==> src/rtl/leaf_out_arbiter_pkg.sv <==
// leaf_out_arbiter_pkg: BFT packet layout and arbiter defaults shared by the leaf egress arbiter.
// Packet = {vld, leaf, port, addr, payload}, MSB first.
package leaf_out_arbiter_pkg;

    localparam int PAYLOAD_BITS  = 32;
    localparam int NUM_LEAF_BITS = 5;
    localparam int NUM_PORT_BITS = 4;
    localparam int NUM_ADDR_BITS = 7;
    localparam int DEST_BITS     = NUM_LEAF_BITS + NUM_PORT_BITS;
    localparam int PACKET_BITS   = 1 + DEST_BITS + NUM_ADDR_BITS + PAYLOAD_BITS;

    localparam int PAYLOAD_LSB = 0;
    localparam int ADDR_LSB    = PAYLOAD_LSB + PAYLOAD_BITS;
    localparam int PORT_LSB    = ADDR_LSB + NUM_ADDR_BITS;
    localparam int LEAF_LSB    = PORT_LSB + NUM_PORT_BITS;
    localparam int VLD_LSB     = LEAF_LSB + NUM_LEAF_BITS;

    localparam int DEFAULT_INIT_CREDIT = 64;
    localparam int STAT_BITS           = 16;

    typedef struct packed {
        logic                     vld;
        logic [NUM_LEAF_BITS-1:0] leaf;
        logic [NUM_PORT_BITS-1:0] port;
        logic [NUM_ADDR_BITS-1:0] addr;
        logic [PAYLOAD_BITS-1:0]  payload;
    } bft_pkt_t;

endpackage

==> src/rtl/leaf_out_arbiter_if.sv <==
// leaf_out_arbiter_if: user streams, BFT egress, credit return and destination config of the leaf arbiter.
// LEAF_ARB_STATS_EN adds the stat_sel/stat_cnt grant-counter read port.
interface leaf_out_arbiter_if
    import leaf_out_arbiter_pkg::*;
#(
    parameter int NUM_OUT_PORTS = 4,
    parameter int CREDIT_BITS   = 8
);
    logic [NUM_OUT_PORTS*PAYLOAD_BITS-1:0] din_user;
    logic [NUM_OUT_PORTS-1:0]              vld_user;
    logic [NUM_OUT_PORTS-1:0]              ack_user;
    logic [PACKET_BITS-1:0]                dout_leaf_interface2bft;
    logic                                  resend;
    logic                                  credit_vld;
    logic [NUM_PORT_BITS-1:0]              credit_port;
    logic [CREDIT_BITS-1:0]                credit_amt;
    logic                                  cfg_wr;
    logic [NUM_PORT_BITS-1:0]              cfg_port;
    logic [DEST_BITS-1:0]                  cfg_dest;
    logic                                  credit_err;
`ifdef LEAF_ARB_STATS_EN
    logic [NUM_PORT_BITS-1:0]              stat_sel;
    logic [STAT_BITS-1:0]                  stat_cnt;

    modport slave (
        input  din_user, vld_user, resend, credit_vld, credit_port, credit_amt,
               cfg_wr, cfg_port, cfg_dest, stat_sel,
        output ack_user, dout_leaf_interface2bft, credit_err, stat_cnt
    );
    modport master (
        output din_user, vld_user, resend, credit_vld, credit_port, credit_amt,
               cfg_wr, cfg_port, cfg_dest, stat_sel,
        input  ack_user, dout_leaf_interface2bft, credit_err, stat_cnt
    );
`else
    modport slave (
        input  din_user, vld_user, resend, credit_vld, credit_port, credit_amt,
               cfg_wr, cfg_port, cfg_dest,
        output ack_user, dout_leaf_interface2bft, credit_err
    );
    modport master (
        output din_user, vld_user, resend, credit_vld, credit_port, credit_amt,
               cfg_wr, cfg_port, cfg_dest,
        input  ack_user, dout_leaf_interface2bft, credit_err
    );
`endif

endinterface

==> src/rtl/leaf_rr_picker.sv <==
// leaf_rr_picker: combinational round-robin picker; selects the first request at or after i_ptr,
// wrapping modulo N.
module leaf_rr_picker #(
    parameter int N        = 4,
    parameter int IDX_BITS = 4
) (
    input  logic [N-1:0]        i_req,
    input  logic [IDX_BITS-1:0] i_ptr,
    output logic [N-1:0]        o_gnt,
    output logic [IDX_BITS-1:0] o_idx,
    output logic                o_any
);
    int w_best;
    int w_dist;

    always_comb begin
        w_best = N;
        w_dist = 0;
        o_idx  = '0;
        for (int i = 0; i < N; i++) begin
            // distance walking upward from the pointer, wrapping past N-1
            w_dist = (i >= int'(i_ptr)) ? i - int'(i_ptr) : i + N - int'(i_ptr);
            if (i_req[i] && (w_dist < w_best)) begin
                w_best = w_dist;
                o_idx  = IDX_BITS'(i);
            end
        end
    end

    assign o_any = |i_req;

    always_comb begin
        o_gnt = '0;
        for (int i = 0; i < N; i++) begin
            o_gnt[i] = o_any && (o_idx == IDX_BITS'(i));
        end
    end

endmodule

==> src/rtl/leaf_out_arbiter.sv <==
// leaf_out_arbiter: credit-based round-robin arbiter merging NUM_OUT_PORTS user streams onto one BFT link.
// Optional LEAF_ARB_STATS_EN adds saturating per-port grant counters readable through stat_sel/stat_cnt.
module leaf_out_arbiter
    import leaf_out_arbiter_pkg::*;
#(
    parameter int NUM_OUT_PORTS = 4,
    parameter int CREDIT_BITS   = 8,
    parameter int INIT_CREDIT   = DEFAULT_INIT_CREDIT
) (
    input logic               clk_bft,
    input logic               reset_bft_n,
    leaf_out_arbiter_if.slave bus
);
    localparam logic [CREDIT_BITS:0]     CREDIT_MAX = {1'b0, {CREDIT_BITS{1'b1}}};
    localparam logic [NUM_PORT_BITS-1:0] LAST_PORT  = NUM_PORT_BITS'(NUM_OUT_PORTS - 1);

    logic [NUM_OUT_PORTS-1:0]                    r_ack;
    bft_pkt_t                                    r_dout;
    logic [NUM_OUT_PORTS-1:0][CREDIT_BITS-1:0]   r_credit;
    logic [NUM_OUT_PORTS-1:0][NUM_ADDR_BITS-1:0] r_seq;
    logic [NUM_OUT_PORTS-1:0][DEST_BITS-1:0]     r_dest;
    logic [NUM_PORT_BITS-1:0]                    r_ptr;
    logic                                        r_err;

    logic [NUM_OUT_PORTS-1:0]                    w_req;
    logic [NUM_OUT_PORTS-1:0]                    w_gnt;
    logic [NUM_PORT_BITS-1:0]                    w_idx;
    logic                                        w_any;
    logic [NUM_PORT_BITS-1:0]                    w_ptr_nxt;
    logic                                        w_port_bad;
    logic [NUM_OUT_PORTS-1:0][CREDIT_BITS:0]     w_sum;
    logic [NUM_OUT_PORTS-1:0]                    w_credit_ovf;
    logic [NUM_OUT_PORTS-1:0][CREDIT_BITS-1:0]   w_credit_nxt;
    bft_pkt_t                                    w_pkt;

    // A port acked this cycle is masked so it cannot win twice in a row; resend blocks all grants.
    always_comb begin
        w_req = '0;
        for (int i = 0; i < NUM_OUT_PORTS; i++) begin
            w_req[i] = bus.vld_user[i] && (r_credit[i] != '0) && !r_ack[i] && !bus.resend;
        end
    end

    leaf_rr_picker #(
        .N        (NUM_OUT_PORTS),
        .IDX_BITS (NUM_PORT_BITS)
    ) u_picker (
        .i_req (w_req),
        .i_ptr (r_ptr),
        .o_gnt (w_gnt),
        .o_idx (w_idx),
        .o_any (w_any)
    );

    assign w_ptr_nxt  = (w_idx == LAST_PORT) ? '0 : w_idx + 1'b1;
    assign w_port_bad = bus.credit_vld && (int'(bus.credit_port) >= NUM_OUT_PORTS);

    // Grant and credit return may hit the same port; the wide sum catches overflow before saturating.
    always_comb begin
        w_sum        = '0;
        w_credit_ovf = '0;
        w_credit_nxt = '0;
        for (int i = 0; i < NUM_OUT_PORTS; i++) begin
            w_sum[i] = {1'b0, r_credit[i]} - (CREDIT_BITS + 1)'(w_gnt[i]);
            if (bus.credit_vld && !w_port_bad && (bus.credit_port == NUM_PORT_BITS'(i))) begin
                w_sum[i] = w_sum[i] + {1'b0, bus.credit_amt};
            end
            w_credit_ovf[i] = (w_sum[i] > CREDIT_MAX);
            w_credit_nxt[i] = w_credit_ovf[i] ? CREDIT_MAX[CREDIT_BITS-1:0] : w_sum[i][CREDIT_BITS-1:0];
        end
    end

    always_comb begin
        w_pkt = '0;
        for (int i = 0; i < NUM_OUT_PORTS; i++) begin
            if (w_gnt[i]) begin
                w_pkt.vld                  = 1'b1;
                {w_pkt.leaf, w_pkt.port}   = r_dest[i];
                w_pkt.addr                 = r_seq[i];
                w_pkt.payload              = bus.din_user[i*PAYLOAD_BITS +: PAYLOAD_BITS];
            end
        end
    end

    always_ff @(posedge clk_bft or negedge reset_bft_n) begin
        if (!reset_bft_n) begin
            r_ack  <= '0;
            r_dout <= '0;
            r_ptr  <= '0;
            r_err  <= 1'b0;
            for (int i = 0; i < NUM_OUT_PORTS; i++) begin
                r_credit[i] <= CREDIT_BITS'(INIT_CREDIT);
                r_seq[i]    <= '0;
                r_dest[i]   <= '0;
            end
        end else begin
            r_credit <= w_credit_nxt;
            if (w_port_bad || (|w_credit_ovf)) begin
                r_err <= 1'b1;
            end
            for (int i = 0; i < NUM_OUT_PORTS; i++) begin
                if (bus.cfg_wr && (bus.cfg_port == NUM_PORT_BITS'(i))) begin
                    r_dest[i] <= bus.cfg_dest;
                end
            end
            // While stalled the egress word is replayed untouched.
            if (bus.resend) begin
                r_ack <= '0;
            end else begin
                r_ack  <= w_gnt;
                r_dout <= w_pkt;
                if (w_any) begin
                    r_ptr <= w_ptr_nxt;
                    for (int i = 0; i < NUM_OUT_PORTS; i++) begin
                        if (w_gnt[i]) begin
                            r_seq[i] <= r_seq[i] + 1'b1;
                        end
                    end
                end
            end
        end
    end

    assign bus.ack_user                = r_ack;
    assign bus.dout_leaf_interface2bft = r_dout;
    assign bus.credit_err              = r_err;

`ifdef LEAF_ARB_STATS_EN
    logic [NUM_OUT_PORTS-1:0][STAT_BITS-1:0] r_stat;

    always_ff @(posedge clk_bft or negedge reset_bft_n) begin
        if (!reset_bft_n) begin
            r_stat <= '0;
        end else begin
            for (int i = 0; i < NUM_OUT_PORTS; i++) begin
                if (w_gnt[i] && (r_stat[i] != {STAT_BITS{1'b1}})) begin
                    r_stat[i] <= r_stat[i] + 1'b1;
                end
            end
        end
    end

    always_comb begin
        bus.stat_cnt = '0;
        for (int i = 0; i < NUM_OUT_PORTS; i++) begin
            if (bus.stat_sel == NUM_PORT_BITS'(i)) begin
                bus.stat_cnt = r_stat[i];
            end
        end
    end
`endif

endmodule

==> src/flat_wrapper.sv <==
// flat-port wrapper written by rule: the top's interface ports become plain ports
module leaf_out_arbiter_flat import leaf_out_arbiter_pkg::*;
#(
    parameter int NUM_OUT_PORTS = 4,
    parameter int CREDIT_BITS   = 8,
    parameter int INIT_CREDIT   = DEFAULT_INIT_CREDIT
)
  (clk_bft, reset_bft_n, bus_din_user, bus_vld_user, bus_resend, bus_credit_vld, bus_credit_port, bus_credit_amt, bus_cfg_wr, bus_cfg_port, bus_cfg_dest, bus_ack_user, bus_dout_leaf_interface2bft, bus_credit_err);
  leaf_out_arbiter_if #(.NUM_OUT_PORTS(NUM_OUT_PORTS), .CREDIT_BITS(CREDIT_BITS)) bus_i ();
  input logic clk_bft;
  input logic reset_bft_n;
  input wire logic [$bits(bus_i.din_user)-1:0] bus_din_user;
  input wire logic [$bits(bus_i.vld_user)-1:0] bus_vld_user;
  input wire logic [$bits(bus_i.resend)-1:0] bus_resend;
  input wire logic [$bits(bus_i.credit_vld)-1:0] bus_credit_vld;
  input wire logic [$bits(bus_i.credit_port)-1:0] bus_credit_port;
  input wire logic [$bits(bus_i.credit_amt)-1:0] bus_credit_amt;
  input wire logic [$bits(bus_i.cfg_wr)-1:0] bus_cfg_wr;
  input wire logic [$bits(bus_i.cfg_port)-1:0] bus_cfg_port;
  input wire logic [$bits(bus_i.cfg_dest)-1:0] bus_cfg_dest;
  output wire logic [$bits(bus_i.ack_user)-1:0] bus_ack_user;
  output wire logic [$bits(bus_i.dout_leaf_interface2bft)-1:0] bus_dout_leaf_interface2bft;
  output wire logic [$bits(bus_i.credit_err)-1:0] bus_credit_err;
  assign bus_i.din_user = bus_din_user;
  assign bus_i.vld_user = bus_vld_user;
  assign bus_i.resend = bus_resend;
  assign bus_i.credit_vld = bus_credit_vld;
  assign bus_i.credit_port = bus_credit_port;
  assign bus_i.credit_amt = bus_credit_amt;
  assign bus_i.cfg_wr = bus_cfg_wr;
  assign bus_i.cfg_port = bus_cfg_port;
  assign bus_i.cfg_dest = bus_cfg_dest;
  assign bus_ack_user = bus_i.ack_user;
  assign bus_dout_leaf_interface2bft = bus_i.dout_leaf_interface2bft;
  assign bus_credit_err = bus_i.credit_err;
  leaf_out_arbiter #(.NUM_OUT_PORTS(NUM_OUT_PORTS), .CREDIT_BITS(CREDIT_BITS), .INIT_CREDIT(INIT_CREDIT)) u_core (.clk_bft(clk_bft), .reset_bft_n(reset_bft_n), .bus(bus_i));
endmodule
==> config.mk <==
export PLATFORM = sky130hd
export DESIGN_NAME = leaf_out_arbiter_flat
export DESIGN_NICKNAME = d
export VERILOG_FILES = /design/src/rtl/leaf_out_arbiter_pkg.sv /design/src/rtl/leaf_out_arbiter_if.sv /design/src/rtl/leaf_rr_picker.sv /design/src/rtl/leaf_out_arbiter.sv /design/src/flat_wrapper.sv
export SDC_FILE = /design/constraint.sdc
export NUM_CORES = 1
export LEC_CHECK = 0
export BUFFER_PORTS_ARGS = -buffer_cell sky130_fd_sc_hd__buf_4
export CAP_MARGIN = 25
export CELL_PAD_IN_SITES_DETAIL_PLACEMENT = 0
export CELL_PAD_IN_SITES_GLOBAL_PLACEMENT = 2
export CORE_AREA = 2 2 165 167
export CTS_BUF_LIST = sky130_fd_sc_hd__clkbuf_4 sky130_fd_sc_hd__clkbuf_8
export CTS_CLUSTER_DIAMETER = 60
export DETAILED_ROUTE_END_ITERATION = 8
export DIE_AREA = 0 0 167 169
export GPL_TIMING_DRIVEN = 0
export PLACE_DENSITY_LB_ADDON = 0.1
export SLEW_MARGIN = 20
export SYNTH_ARGS = -nofsm -noshare
export SYNTH_HDL_FRONTEND = slang
export SYNTH_SLANG_ARGS = --single-unit
==> constraint.sdc <==
create_clock -name clk_bft -period 18.8 [get_ports clk_bft]
set_clock_uncertainty 0.15 [all_clocks]
set_input_delay 5.64 -clock clk_bft [delete_from_list [all_inputs] [get_ports clk_bft]]
set_output_delay 5.64 -clock clk_bft [all_outputs]
set_load 0.03 [all_outputs]
* Word-level counts from Yosys, hierarchy flattened
Cells that the tools add are included.
Storage, ports and cells: register bits 154, input bits 162, output and inout port bits 54, logic and storage cells 139
Cells by class: add/subtract/negate cells 21, $lt $le $gt $ge 13, equal/unequal tests 9, muxes and demuxes 24, bitwise logic cells 1, reductions and logical operators 51
Operators with widths (number):
- $mux 32 | 7
- $mux 49 | 4
- $lt 32x32->1 | 3
- $add 9x8->9 | 4
- $gt 9x8->1 const B | 4
- $mux 9 | 4
- $sub 8x1->9 | 4
- $lt 32x4->1 const B | 1
- $mux 8 | 4
- $reduce_bool 8->1 | 4
- $logic_and 1x1->1 | 30
- $add 7x1->7 const B | 4
- $eq 4x2->1 const B | 6
- $sub 3x4->5 const A | 4
- $mux 4 | 4
- $eq 4x1->1 const B | 3
- $logic_not 4->1 | 3
- $reduce_and 3->1 | 4
- $sub 1x4->5 const A | 2
- $sub 2x4->5 const A | 2
- $ge 1x4->1 const A | 2
- $ge 2x4->1 const A | 2
- $reduce_or 4->1 | 2
- $logic_not 1->1 | 6
- other kinds (6) | 6

* Longest topological paths before layout
depth in word-level cells 23, mapped depth 42, mapped depth without buffers 41

* By module
From an unflattened synthesis, not the netlist that was laid out.
Unflattened totals: cell total of the unflattened synthesis 1115, area, all modules 10327.4 µm²
Modules (own cells, without submodules):
- leaf_out_arbiter | times used 1, cells each 967, area an instance 9165.0 µm², sequential area each 3858.7 µm²
- leaf_rr_picker | times used 1, cells each 148, area an instance 1162.4 µm², sequential area each 0.0 µm²

* Least setup slack after synthesis
No wires, ideal clock.
path kind input -> register, start input bus_resend, end register u_core.r_credit[27] (netlist bit), library setup time 0.150 ns, arrival 13.815 ns, slack 4.685 ns, stages 39, path through clkbuf_1 -> or3b_1 -> a211oi_1 -> nand2_1 -> ha_1 -> a211oi_1 -> a21oi_1 -> nor2_1 -> nand2_1 -> mux2_2 -> ha_1 -> nor3b_1 -> nand2_1 -> nor4_1 -> o21ai_1 -> nor2_1 -> a21o_1 -> ha_1 -> (+3 left out) -> o21a_1 -> a211o_1 -> ha_1 -> o41a_1 -> buf_2 -> clkbuf_1 -> ha_1 -> ha_1 -> or3b_2 -> nor3_1 -> xor2_1 -> ha_1 -> nand3_1 -> nand2_1 -> a41oi_1 -> mux2_2 -> nor2_1 -> o211ai_1
RTL lines:
- start, declared | RTL line flat_wrapper.sv:14 | input wire logic [$bits(bus_i.resend)-1:0] bus_resend;
- end signal, assigned by index | RTL line leaf_out_arbiter.sv:92 | r_credit[i] <= CREDIT_BITS'(INIT_CREDIT);
- end signal, assigned | RTL line leaf_out_arbiter.sv:97 | r_credit <= w_credit_nxt;
- end, declared | RTL line leaf_out_arbiter.sv:19 | logic [NUM_OUT_PORTS-1:0][CREDIT_BITS-1:0] r_credit;

==> results.yml <==
run_status:
  outcome: "complete, no violations"
cts:
  clock-sinks: 152
  path_clk_slew_ns: 0.09
  postCtsHoldBufs: 0
  skew_pair_late_insertion_delay_ns: 0.47
  cts.repair.resized: 0
  ctsHtreeMaxLevel: 4
  cts.root.buffer_cell: "sky130_fd_sc_hd__clkbuf_8"
  tritoncts: "yes"
  tritoncts_buffer_count: 17
  clock_tree.buffer_depth: 2
  cts_setup_buffers: 0
layout:
  regArea_um2: 3810
  drive_gt1_share_pct: 24.1
  fill_cells: 2634
  multi_input_combinational_cell_area_um2: 5520
  layout_common_cells: "sky130_fd_sc_hd__buf_4 (217), sky130_fd_sc_hd__dfrtp_1 (148), sky130_fd_sc_hd__a21oi_1 (123)"
  layout.nets: 1528
  layout.cells.most_common: "sky130_fd_sc_hd__buf_4"
  postLayoutCoreUtil_pct: 46.0
  final-instance-count-excl-fill: 1646
  number_of_antenna_diodes: 0
  flow.area_growth_from_synthesis_pct: 26.0
place:
  gpl.final_weighted_congestion: 0.799
  dp_hpwl_um: 22600
  port_buffers: 214
  dp_cells: 1614
timing:
  hold_viol_final: 0
  slew_worst_pin_ns: 0.861
  rsz0062_at_grt: "no"
  finalSetupTns_ns: 0
  post_route_minimum_period_ns: 15.89
  final_max_slew_viol_count: 0
  fmaxAchievable_ghz: 0.0629
  endpoints_failing_setup: 0
  slew_headroom_pct: 42.2
  fin_crit_sh_pct: 84.5
power_and_ir_drop:
  totalPowerFinal_mw: 1.85
  irDropWorstVdd_v: 0.0000685
  power_per_cell_area_nw_per_um2: 152
  cellLeakagePower_nw: 5.60
floorplanning:
  ios: 216
  core_um2: 26500
  row_count: 60
  initial_core_util_pct: 36.5
  dieHeight_um: 169
  floorplan.die.width_um: 167
  fp.dieArea_um2: 28200
setup_path:
  critical_path.slowest_cell: "sky130_fd_sc_hd__or3b_1"
  critPathCaptureType: "flop"
  timing.critical_path.required_ns: 18.94
  critical_path.max_stage_delay_ns: 0.58
  crit_path_frequent_cell: "sky130_fd_sc_hd__ha_1"
  startpoint_type: "input port"
  worstPathArrival_ns: 16.03
  path_class: "in2reg"
  path_max_fanout: 10
drt:
  vias: 8560
  dr_wl_met3_um: 990
  wirelength_um: 30200
  avgViaCountPerCell: 5.20
  highest_layer: "met4"
  drtAntennaViolNets: 0
  met1Wirelength_um: 14800
  route.detailed.drc: 0
  first_pass_iteration_count_of_the_detailed_router: 5
  route.detailed.wl_per_inst_um: 18.3
  met2_length_um: 14000
  drtIter0Drc: 500
yosys:
  ys_ff_latch: 152
  async_flop_share_pct: 100
  synth-edff-count: 0
  postSynth.topFlopCell: "sky130_fd_sc_hd__dfrtp_1"
  syn_avg_cell_area_um2: 9.17
  yosysUniqueCellTypes: 64
  synth.yosys.warnings: 0
  summed_instance_area_of_the_synthesized_netlist_um2: 9670
  synthesis.instances: 1055
  yosysSeqAreaShare_pct: 39.4
global_route:
  grt_max_degree: 89
  grt-ovfl-total: 0
  antenna_found_initial: 0
  global_route.usage.total_pct: 21.5
  wire_length_of_the_first_global_routing_pass_um: 47900
  grt_pass1_vias: 8535
min_path:
  hp_class: "reg2reg"
run:
  timing.max_cap.violations: 0
-- layer usage --
metal / track usage, % / vias to the layer above
met5: 0 / -
met4: 4.76 / 0
met3: 3.67 / 23
met2: 34.4 / 151
met1: 30.5 / 4095
li1: - / 4291
-- area by class of cell --
type                       count  area share, %
buffer                        50           1.98
clock buffer                  17           1.92
clock inverter                15           1.62
inverter                      33           1.02
multi-input combinational    823           45.2
sequential                   152           31.2
tap                          341           3.50
timing repair buffer         215           13.5
-- per-stage QoR --
stage	cell area (µm²)	setup WS (ns)	hold slack, ns
2_1_floorplan	9680	4.68	0.296
3_5_place_dp	11800	2.49	0.314
4_1_cts	12200	2.95	0.335
6_report	12200	2.91	0.335
5_1_grt	12200	1.99	0.361
3_3_place_gp	11700	2.51	0.314
-- worst paths after layout --
path / start / to / slack (ns) / depth (start not counted)
min in group asynchronous: reset_bft_n / u_core.bus.dout_leaf_interface2bft[17] / 4.98 / 1
max in group asynchronous: reset_bft_n / u_core.bus.dout_leaf_interface2bft[36] / 12.64 / 2
setup / recovery: bus_resend / u_core.r_credit[27] / 2.91 / 39
hold reg to reg: u_core.r_seq[6] / u_core.r_seq[6] / 0.33 / 1
hold / removal: u_core.r_seq[6] / u_core.r_seq[6] / 0.33 / 1
setup reg to reg: u_core.r_ptr[0] / u_core.r_credit[27] / 7.84 / 41
-- synth_stat cells, types with 7 or more instances --
cell | count | area, µm²
sky130_fd_sc_hd__dfrtp_1 | 148 | 3700
sky130_fd_sc_hd__a21oi_1 | 123 | 616
sky130_fd_sc_hd__o21ai_1 | 98 | 490
sky130_fd_sc_hd__nand2_1 | 86 | 323
sky130_fd_sc_hd__nor2_1 | 86 | 323
sky130_fd_sc_hd__ha_1 | 70 | 876
sky130_fd_sc_hd__a22oi_1 | 47 | 353
sky130_fd_sc_hd__mux2_2 | 40 | 450
sky130_fd_sc_hd__xnor2_1 | 36 | 315
sky130_fd_sc_hd__xor2_1 | 35 | 307
sky130_fd_sc_hd__clkbuf_1 | 34 | 128
sky130_fd_sc_hd__inv_1 | 32 | 120
sky130_fd_sc_hd__o21ai_0 | 21 | 105
sky130_fd_sc_hd__nand3_1 | 19 | 95.1
sky130_fd_sc_hd__o211ai_1 | 18 | 135
sky130_fd_sc_hd__nor3_1 | 15 | 75.1
sky130_fd_sc_hd__nand4_1 | 13 | 81.3
sky130_fd_sc_hd__nor4_1 | 10 | 62.6
sky130_fd_sc_hd__a21o_1 | 8 | 60.1
sky130_fd_sc_hd__nor2b_1 | 8 | 50.1
sky130_fd_sc_hd__nor3b_1 | 8 | 60.1
sky130_fd_sc_hd__buf_2 | 7 | 35.0
-- sequential cells by signal, summed over array words and instances, names as in the netlist --
register,count
u_core.bus.dout_leaf_interface2bft,49
u_core.r_dest,36
u_core.r_credit,32
u_core.r_seq,28
u_core.bus.ack_user,4
u_core.r_ptr,2
u_core.bus.credit_err,1
-- worst max-delay path, delay by kind of cell --
family / cells / cell delay (ns)
and+or+nand+nor: 15 / 3.75
AOI/OAI and AO/OA: 11 / 2.58
adders and majority gates: 7 / 1.90
buffers and inverters: 3 / 1.18
muxes: 2 / 0.72
xor gates and xnor gates: 1 / 0.24
-- logic make-up (layout without fill, tap and decap cells) --
| kind of cell | Yosys count | in the layout | synth area share [%] |
|---|---|---|---|
| AOI/OAI and AO/OA | 354 | 354 | 21.7 |
| and+or+nand+nor | 272 | 272 | 13.2 |
| DFF | 152 | 152 | 39.4 |
| buffers and inverters | 83 | 330 | 3.78 |
| adders and majority gates | 74 | 74 | 9.88 |
| xor gates and xnor gates | 71 | 71 | 6.43 |
| muxes | 48 | 48 | 5.55 |
| other | 1 | 4 | 0.0388 |
-- where the power goes --
part	leakage, nW	switching (mW)	internal [mW]
registers	1.90	0.0920	0.446
logic	3.48	0.617	0.425
clock network	0.209	0.163	0.104
Power figures use the tool's default switching activity.
